<file path="src/rtl/sram_arb_pkg.sv">
// Shared types and constants for the SRAM arbiter.
package sram_arb_pkg;

  typedef enum logic [2:0] {
    StIdle,
    StCpuLo,
    StCpuLoRec,
    StCpuHi,
    StCpuHiRec,
    StVid,
    StAck
  } state_e;

  // Grant encoding, also used for the last-grant fairness register.
  localparam logic GNT_CPU = 1'b0;
  localparam logic GNT_VID = 1'b1;

  // Halfword select appended as the SRAM address LSB.
  localparam logic HALF_LO = 1'b0;
  localparam logic HALF_HI = 1'b1;

  // Phase timer width; never below one bit so WAIT=0 still builds.
  function automatic int unsigned timer_width(input int unsigned wait_cycles);
    int unsigned w;
    w = $clog2(wait_cycles + 1);
    return (w < 1) ? 1 : w;
  endfunction

endpackage

</file>
<file path="src/rtl/sram_phase_timer.sv">
// Loadable down-counter that times the strobe phase of an SRAM half-access.
module sram_phase_timer #(
  parameter int unsigned WIDTH = 1
) (
  input  logic             clk,
  input  logic             reset_b,
  input  logic             load,
  input  logic [WIDTH-1:0] load_val,
  output logic             last
);

  logic [WIDTH-1:0] count_q;

  // Load on phase entry, otherwise count down and park at zero.
  always_ff @(posedge clk or negedge reset_b) begin
    if (!reset_b) begin
      count_q <= '0;
    end else if (load) begin
      count_q <= load_val;
    end else if (count_q != '0) begin
      count_q <= count_q - 1'b1;
    end
  end

  assign last = (count_q == '0);

endmodule

</file>
<file path="src/rtl/sram_arbiter.sv">
// Arbitrates the single 16-bit async SRAM between a 32-bit CPU port and a
// read-only 16-bit video fetch port. All pad-facing outputs are registered
// from the next-state decode so the strobes are glitch-free.
module sram_arbiter
  import sram_arb_pkg::*;
#(
  parameter int unsigned ASIZE     = 20,
  parameter int unsigned RAM_ASIZE = 18,
  parameter int unsigned WAIT      = 1
) (
  input  logic                 clk,
  input  logic                 reset_b,
  input  logic                 cpu_req,
  input  logic                 cpu_rnw,
  input  logic [ASIZE-1:0]     cpu_addr,
  input  logic [31:0]          cpu_dout,
  output logic [31:0]          cpu_din,
  output logic                 cpu_ack,
  input  logic                 vid_req,
  input  logic [RAM_ASIZE-1:0] vid_addr,
  output logic [15:0]          vid_din,
  output logic                 vid_ack,
  output logic                 ram_cs_b,
  output logic                 ram_oe_b,
  output logic                 ram_we_b,
  output logic [RAM_ASIZE-1:0] ram_addr,
  output logic [15:0]          ram_data_out,
  input  logic [15:0]          ram_data_in,
  output logic                 ram_data_oe
);

  localparam int unsigned TW = timer_width(WAIT);

  state_e state_q, state_d;
  logic   last_grant_q, last_grant_d;
  logic   rnw_q, rnw_d;
  logic   timer_load, timer_last;

  logic                 cs_b_d, oe_b_d, we_b_d, data_oe_d;
  logic                 cpu_ack_d, vid_ack_d;
  logic [RAM_ASIZE-1:0] addr_d;
  logic [15:0]          dout_d;
  logic [31:0]          cpu_din_q;
  logic [15:0]          vid_din_q;

  // CPU address bits above the SRAM range alias and are deliberately ignored.
  logic unused_cpu_addr;
  assign unused_cpu_addr = ^cpu_addr[ASIZE-1:RAM_ASIZE-1];

  // Reload the timer whenever a strobe phase is entered.
  assign timer_load = (state_d != state_q) &&
                      (state_d == StCpuLo || state_d == StCpuHi || state_d == StVid);

  sram_phase_timer #(
    .WIDTH(TW)
  ) u_timer (
    .clk      (clk),
    .reset_b  (reset_b),
    .load     (timer_load),
    .load_val (TW'(WAIT)),
    .last     (timer_last)
  );

  // Next-state logic: round-robin grant in IDLE, phase sequencing elsewhere.
  always_comb begin
    state_d      = state_q;
    last_grant_d = last_grant_q;
    rnw_d        = rnw_q;
    unique case (state_q)
      StIdle: begin
        if (cpu_req && (!vid_req || last_grant_q == GNT_VID)) begin
          state_d      = StCpuLo;
          last_grant_d = GNT_CPU;
          rnw_d        = cpu_rnw;
        end else if (vid_req) begin
          state_d      = StVid;
          last_grant_d = GNT_VID;
        end
      end
      StCpuLo:    if (timer_last) state_d = rnw_q ? StCpuHi : StCpuLoRec;
      StCpuLoRec: state_d = StCpuHi;
      StCpuHi:    if (timer_last) state_d = rnw_q ? StAck : StCpuHiRec;
      StCpuHiRec: state_d = StAck;
      StVid:      if (timer_last) state_d = StAck;
      StAck:      state_d = StIdle;
      default:    state_d = StIdle;
    endcase
  end

  // Pad and ack decode for the upcoming cycle; address/data hold by default.
  always_comb begin
    cs_b_d    = 1'b1;
    oe_b_d    = 1'b1;
    we_b_d    = 1'b1;
    data_oe_d = 1'b0;
    cpu_ack_d = 1'b0;
    vid_ack_d = 1'b0;
    addr_d    = ram_addr;
    dout_d    = ram_data_out;
    case (state_d)
      StCpuLo, StCpuHi: begin
        cs_b_d = 1'b0;
        addr_d = {cpu_addr[RAM_ASIZE-2:0], (state_d == StCpuHi) ? HALF_HI : HALF_LO};
        if (rnw_d) begin
          oe_b_d = 1'b0;
        end else begin
          we_b_d    = 1'b0;
          data_oe_d = 1'b1;
          dout_d    = (state_d == StCpuHi) ? cpu_dout[31:16] : cpu_dout[15:0];
        end
      end
      // Recovery: WE released while address and data stay driven.
      StCpuLoRec, StCpuHiRec: begin
        cs_b_d    = 1'b0;
        data_oe_d = 1'b1;
      end
      StVid: begin
        cs_b_d = 1'b0;
        oe_b_d = 1'b0;
        addr_d = vid_addr;
      end
      StAck: begin
        cpu_ack_d = (last_grant_d == GNT_CPU);
        vid_ack_d = (last_grant_d == GNT_VID);
      end
      default: ;
    endcase
  end

  // State, grant history and registered pad outputs.
  always_ff @(posedge clk or negedge reset_b) begin
    if (!reset_b) begin
      state_q      <= StIdle;
      last_grant_q <= GNT_VID;
      rnw_q        <= 1'b1;
      ram_cs_b     <= 1'b1;
      ram_oe_b     <= 1'b1;
      ram_we_b     <= 1'b1;
      ram_data_oe  <= 1'b0;
      ram_addr     <= '0;
      ram_data_out <= '0;
      cpu_ack      <= 1'b0;
      vid_ack      <= 1'b0;
    end else begin
      state_q      <= state_d;
      last_grant_q <= last_grant_d;
      rnw_q        <= rnw_d;
      ram_cs_b     <= cs_b_d;
      ram_oe_b     <= oe_b_d;
      ram_we_b     <= we_b_d;
      ram_data_oe  <= data_oe_d;
      ram_addr     <= addr_d;
      ram_data_out <= dout_d;
      cpu_ack      <= cpu_ack_d;
      vid_ack      <= vid_ack_d;
    end
  end

  // Read capture on the final strobe cycle of each read phase.
  always_ff @(posedge clk or negedge reset_b) begin
    if (!reset_b) begin
      cpu_din_q <= '0;
      vid_din_q <= '0;
    end else if (timer_last) begin
      if (state_q == StCpuLo && rnw_q) cpu_din_q[15:0]  <= ram_data_in;
      if (state_q == StCpuHi && rnw_q) cpu_din_q[31:16] <= ram_data_in;
      if (state_q == StVid)            vid_din_q        <= ram_data_in;
    end
  end

  assign cpu_din = cpu_din_q;
  assign vid_din = vid_din_q;

endmodule

</file>
<file path="config.mk">
export PLATFORM = sky130hd
export DESIGN_NAME = sram_arbiter
export DESIGN_NICKNAME = d
export VERILOG_FILES = /design/src/rtl/sram_arb_pkg.sv /design/src/rtl/sram_phase_timer.sv /design/src/rtl/sram_arbiter.sv
export SDC_FILE = /design/constraint.sdc
export NUM_CORES = 1
export LEC_CHECK = 0
export CELL_PAD_IN_SITES_DETAIL_PLACEMENT = 2
export CELL_PAD_IN_SITES_GLOBAL_PLACEMENT = 2
export CORE_UTILIZATION = 27
export CTS_BUF_LIST = sky130_fd_sc_hd__clkbuf_8 sky130_fd_sc_hd__clkbuf_16
export DETAILED_ROUTE_END_ITERATION = 8
export GPL_ROUTABILITY_DRIVEN = 0
export PLACE_DENSITY_LB_ADDON = 0.1
export SLEW_MARGIN = 20
export SYNTH_ARGS = -nofsm -noshare
export SYNTH_HDL_FRONTEND = slang
export SYNTH_SLANG_ARGS = --single-unit
</file>
<file path="constraint.sdc">
create_clock -name clk -period 5.5 [get_ports clk]
set_input_delay 1.1 -clock clk [delete_from_list [all_inputs] [get_ports clk]]
set_output_delay 1.1 -clock clk [all_outputs]
set_load 0.02 [all_outputs]
</file>
== Yosys cells after proc, flatten, opt, wreduce, memory -nomap -nowiden ==
Cells that the tools add are included.

* Input port bits: 91
* Word-level logic and storage cells: 74
* Bits in registers: 94
* Output and inout bits: 88

* Add/sub/neg operators: 1
* Bitwise logic cells: 3
* Mux-type cells: 26
* Eq/ne operators: 12
* Reduce and logical (&&, ||, !) cells: 17

{| class="wikitable"
|+ Operators by type and width
! cell !! count
|-
| $pmux 18 s2 || 1
|-
| $pmux 3 s6 || 1
|-
| $mux 16 || 1
|-
| $eq 3x3->1 const B || 5
|-
| $mux 1 || 15
|-
| $mux 3 || 5
|-
| $eq 3x2->1 const B || 4
|-
| $reduce_and 2->1 || 4
|-
| $eq 3x1->1 const B || 2
|-
| $reduce_or 5->1 || 1
|-
| $logic_and 1x1->1 || 4
|-
| $pmux 1 s2 || 2
|-
| $reduce_or 2->1 || 2
|-
| $logic_not 3->1 || 1
|-
| $logic_or 1x1->1 || 3
|-
| $ne 3x3->1 || 1
|-
| $not 1->1 || 3
|-
| $mux 2 || 1
|-
| $reduce_bool 2->1 || 1
|-
| $logic_not 1->1 || 1
|-
| $sub 1x1->1 const B || 1
|}

== Longest topological paths before layout ==
* Word-level depth: 10
* Depth in mapped cells: 8
* Gate-level depth less buffers: 6

== Cells and area by module ==
From an unflattened synthesis, not the netlist that was laid out.

* Cell total of the unflattened synthesis: 289
* Area, all modules: 4028.9 µm²

{| class="wikitable"
|+ By module, submodules not included
! module !! instances !! sequential area each (µm²) !! cells each !! area an instance (µm²)
|-
| sram_arbiter || 1 || 2333.5 || 286 || 3993.8
|-
| sram_phase_timer || 1 || 25.0 || 3 || 35.0
|}

== Worst setup path before layout ==
No wires, ideal clock.

* Kind: input to register
* Start: input vid_req
* End: register ram_data_out[10]
* Path slack: 3095 ps
* Buffers on the path: 2
* Cell stages on the path: 6
* Data required time: 5373 ps
* Arrival: 2277 ps
* Setup time: 127 ps
* Cell sequence: nor4b_1 > a221oi_2 > and3_1 > buf_2 > buf_4 > a31oi_1

* Cells in the longest elaborated chain, start to end: 8
* Elaborated cells on any way between the ends: 14
* Classes of those cells: 2 x eq/ne; 6 x mux; 1 x bitwise; 5 x reduce/logical

{| class="wikitable"
|+ RTL lines
! element !! RTL line !! text
|-
| from (decl) || sram_arbiter.sv:19 || <nowiki>input logic vid_req,</nowiki>
|-
| $logic_not 1->1 || sram_arbiter.sv:71 || <nowiki>if (cpu_req && (!vid_req || last_grant_q == GNT_VID)) begin</nowiki>
|-
| $logic_or 1x1->1 || sram_arbiter.sv:71 ||
|-
| $logic_and 1x1->1 || sram_arbiter.sv:71 ||
|-
| $mux 3 || sram_arbiter.sv:71 ||
|-
| $pmux 3 s6 || sram_arbiter.sv:69 || <nowiki>unique case (state_q)</nowiki>
|-
| $eq 3x1->1 / $eq 3x2->1 (equally long branches) || sram_arbiter.sv:100, sram_arbiter.sv:109 ||
|-
| $reduce_or 2->1 || sram_arbiter.sv:100 || <nowiki>case (state_d)</nowiki>
|-
| $reduce_and 2->1 (no line) || - ||
|-
| to (signal assigned) || sram_arbiter.sv:153 || <nowiki>ram_data_out <= dout_d;</nowiki>
|-
| to (decl) || sram_arbiter.sv:27 || <nowiki>output logic [15:0] ram_data_out,</nowiki>
|}

Parallel ways exist; a longest one is shown, timed or not.
A chain may end at the register's enable or synchronous reset.

== Final worst setup path ==
* Start: input vid_req
* End: register ram_data_out[6]

Same word-level chain as after synthesis.

==> results.md <==
* Crit. End Element: flop
* Clock latency at the later pin of the worst-skew pair at 340 ps
* CTS max path bufs at 2
* Gate Count Post-Synth at 328
* Ys Warns at 0
* Post-DR vias/cell at ~4.8
* FP Rows at between 40 and 50
* Total negative slack at 0 ps
* Pwr dens at 679 mW/mm²
* Sequential area share after synthesis at 59.2%
* Biggest cell delay along the critical path at just over 700 ps
* Pins over their slew limit at 0
* Synth area leader: dfrtp_1
* First drt pass iteration count at 4
* GRT Total Usage at 16.1%
* Crit path max fanout at between 50 and 60
* Initial antenna violation count at 0
* Post-synth net total at around 420
* Setup bufs post-CTS at 0
* Period utilisation layout at 59.4%
* Setup violators final at 0
* CP top delay family: buffers and inverters
* # diodes at 0
* Starting density of the core at around 28%
* I/O Buffers at 175
* Die Height at about 120 µm
* WL/cell at 17.3 µm
* FILL cells at 1,498
* Final worst clock skew at 6.47 ps
* Largest net degree at the start of global routing at 58
* Worst slew pin tran at 927 ps
* Synthesized area per cell at 12.1 µm²
* Crit Path Class: in2reg
* Synth area leaders: dfrtp_1 (56%), mux2_2 (14%), a31oi_1 (5.2%), mux2i_1 (4.3%), nand2_1 (3.6%)
* Total detailed-routing wirelength at between 10,000 and 15,000 µm
* Final core occ at 42.7%
* Die Wd at between 100 and 150 µm
* Final nets at 585
* Worst min-delay path category: reg2reg
* Crit path required time at 5670 ps
* DRC at 0
* Crit-path cells: clkdlybuf4s50_1 > o21ba_2 > a221oi_1 > o21ai_4 > buf_4 > and3_1 > a31oi_1
* Min Tclk post-route at 3270 ps
* Hold-fix buffers, CTS at 0
* CTS tree: built
* IO Count at 179
* Relative slew slack at 38.2%
* Leakage at ~2.5 nW
* Total number of vias at 3,248
* Vias in the first global route at 3,547
* Core area at 0.0145 mm²
* DIE AREA at between 0.015 and 0.02 mm²
* Power Total at 0.00420 W
* Worst-path clk slew at 70 ps
* Area Overhead vs Synth at 55.1%
* Worst EP arrival at 3440 ps
* # resized after CTS at 0
* Max stage delay cell, worst path: and3_1
* CTS sink cnt at 94
* Seq cells post-synth at 94
* DP Wirelength at 8350 µm
* RSZ-0062 raised after global routing: false
* Max_cap viols at 0
* Clk root buf: clkbuf_16
* Worst vdd ir at 0.000299 V
* Yosys cell types at 36
* Startpoint types: input pin
* Antenna-violating nets left at 0
* Status: finished clean
* Top-area cell type share of the netlist area at approximately 56%
* CTS Buf Count at 9
* First-pass GRT wire length at around 19,000 µm
* Achievable frequency at 0.306 GHz
* Final hold violations at 0
* Syn Std Cell Area at 0.00398 mm²
* Share of cells above drive strength 1 at 15.8%
* Htree depth at 3
* CP Buf/Inv Count at 2
* Detailed Route Iter0 Violations at ~120
* Grt total ovfl at 0
-- where the power goes --
group	internal (W)	switching [W]	leakage, nW
Combinational	0.00106	0.00123	1.26
Sequential	0.00106	0.000213	1.09
Clock	0.000363	0.000262	0.146
Total	0.00249	0.00171	2.50
-- state kept, by name, summed over array words and instances, names as in the netlist --
signal / cells
last_grant_q: 1
u_timer.count_q: 1
ram_cs_b: 1
cpu_din: 32
rnw_q: 1
ram_data_out: 16
state_q: 3
ram_we_b: 1
ram_data_oe: 1
ram_addr: 18
vid_ack: 1
ram_oe_b: 1
cpu_ack: 1
vid_din: 16
-- through the flow --
stage	instance area [µm²]	hold slack [ps]	cells	setup WS (ps)
after floorplan	3980	531	328	3100
after global placement	5860	487	666	1660
after detailed placement	5860	498	666	1600
after CTS	6170	513	682	1970
after global routing	6180	527	683	2030
final	6180	508	683	2230
-- cells in the mapped netlist --
master / instances
or2b_1: 1
buf_12: 1
buf_6: 1
a221oi_2: 1
nor3_1: 2
or3b_1: 1
mux2_2: 48
nand3_1: 1
a32o_1: 1
inv_1: 5
nor2b_1: 2
dfrtp_1: 89
or2_1: 1
o32a_1: 1
a221oi_1: 1
mux2i_2: 1
a31oi_1: 33
xor2_1: 1
o21ai_1: 1
clkinv_1: 1
a21oi_1: 19
buf_2: 15
and3_1: 4
nand2b_1: 1
nor4bb_1: 1
clkbuf_1: 4
dfstp_2: 5
nor2_1: 21
buf_4: 3
nor2_8: 1
o21ai_0: 3
nor4b_1: 1
nand2_1: 38
o21ba_2: 1
mux2i_1: 17
nor3b_1: 1
-- cell families after synthesis --
| logic type | after synthesis | synth area share (%) |
|---|---|---|
| AOI/OAI and AO/OA | 61 | 9.42 |
| xor gates and xnor gates | 1 | 0.220 |
| buffers and inverters | 30 | 4.18 |
| DFF | 94 | 59.2 |
| muxes | 66 | 18.2 |
| and+or+nand+nor | 76 | 8.77 |
-- area by class of cell --
type	count	area (µm²)	share of cell area, %
Sequential cell	94	2360	38.2
Timing Repair Buffer	179	1780	28.9
Multi-Input combinational cell	204	1480	24.0
Clock buffer	10	239	3.87
Tap cell	184	230	3.73
Clock inverter	6	62.6	1.01
Inverter	6	22.5	0.365
-- layer usage --
| metal | up-vias | part of all wire (%) | GRT usage (%) |
|---|---|---|---|
| li1 | 1488 | - | - |
| met1 | 1636 | 41 | 18.9 |
| met2 | 111 | 50 | 27.5 |
| met3 | 13 | 7.4 | 4.94 |
| met4 | 0 | 1.7 | 6.33 |
| met5 | - | 0 | 0 |
-- cell usage in the layout (no fill, tap or decap), types with 4 or more instances in the layout --
cell             synthesis  layout
a21oi_1                 19      19
inv_1                    5       6
mux2_2                  48      48
mux2i_1                 17      17
dfstp_2                  5       5
a31oi_1                 33      33
nor2_1                  21      21
dfrtp_1                 89      89
buf_4                    3       4
clkdlybuf4s50_1          0     174
and3_1                   4       4
nand2_1                 38      38
clkbuf_16                0       9
-- worst paths after layout --
check,start,slack (ps),cells after the start,to
max,vid_req,2230,7,ram_data_out[6]
min,cpu_din[19],510,1,cpu_din[19]
max reg2reg,state_q[0],2720,6,ram_data_out[6]
min reg2reg,cpu_din[19],510,1,cpu_din[19]
max in group asynchronous,reset_b,3680,2,vid_din[10]
min in group asynchronous,reset_b,810,1,cpu_din[3]
No activity file was read; power rests on OpenSTA's default activity.
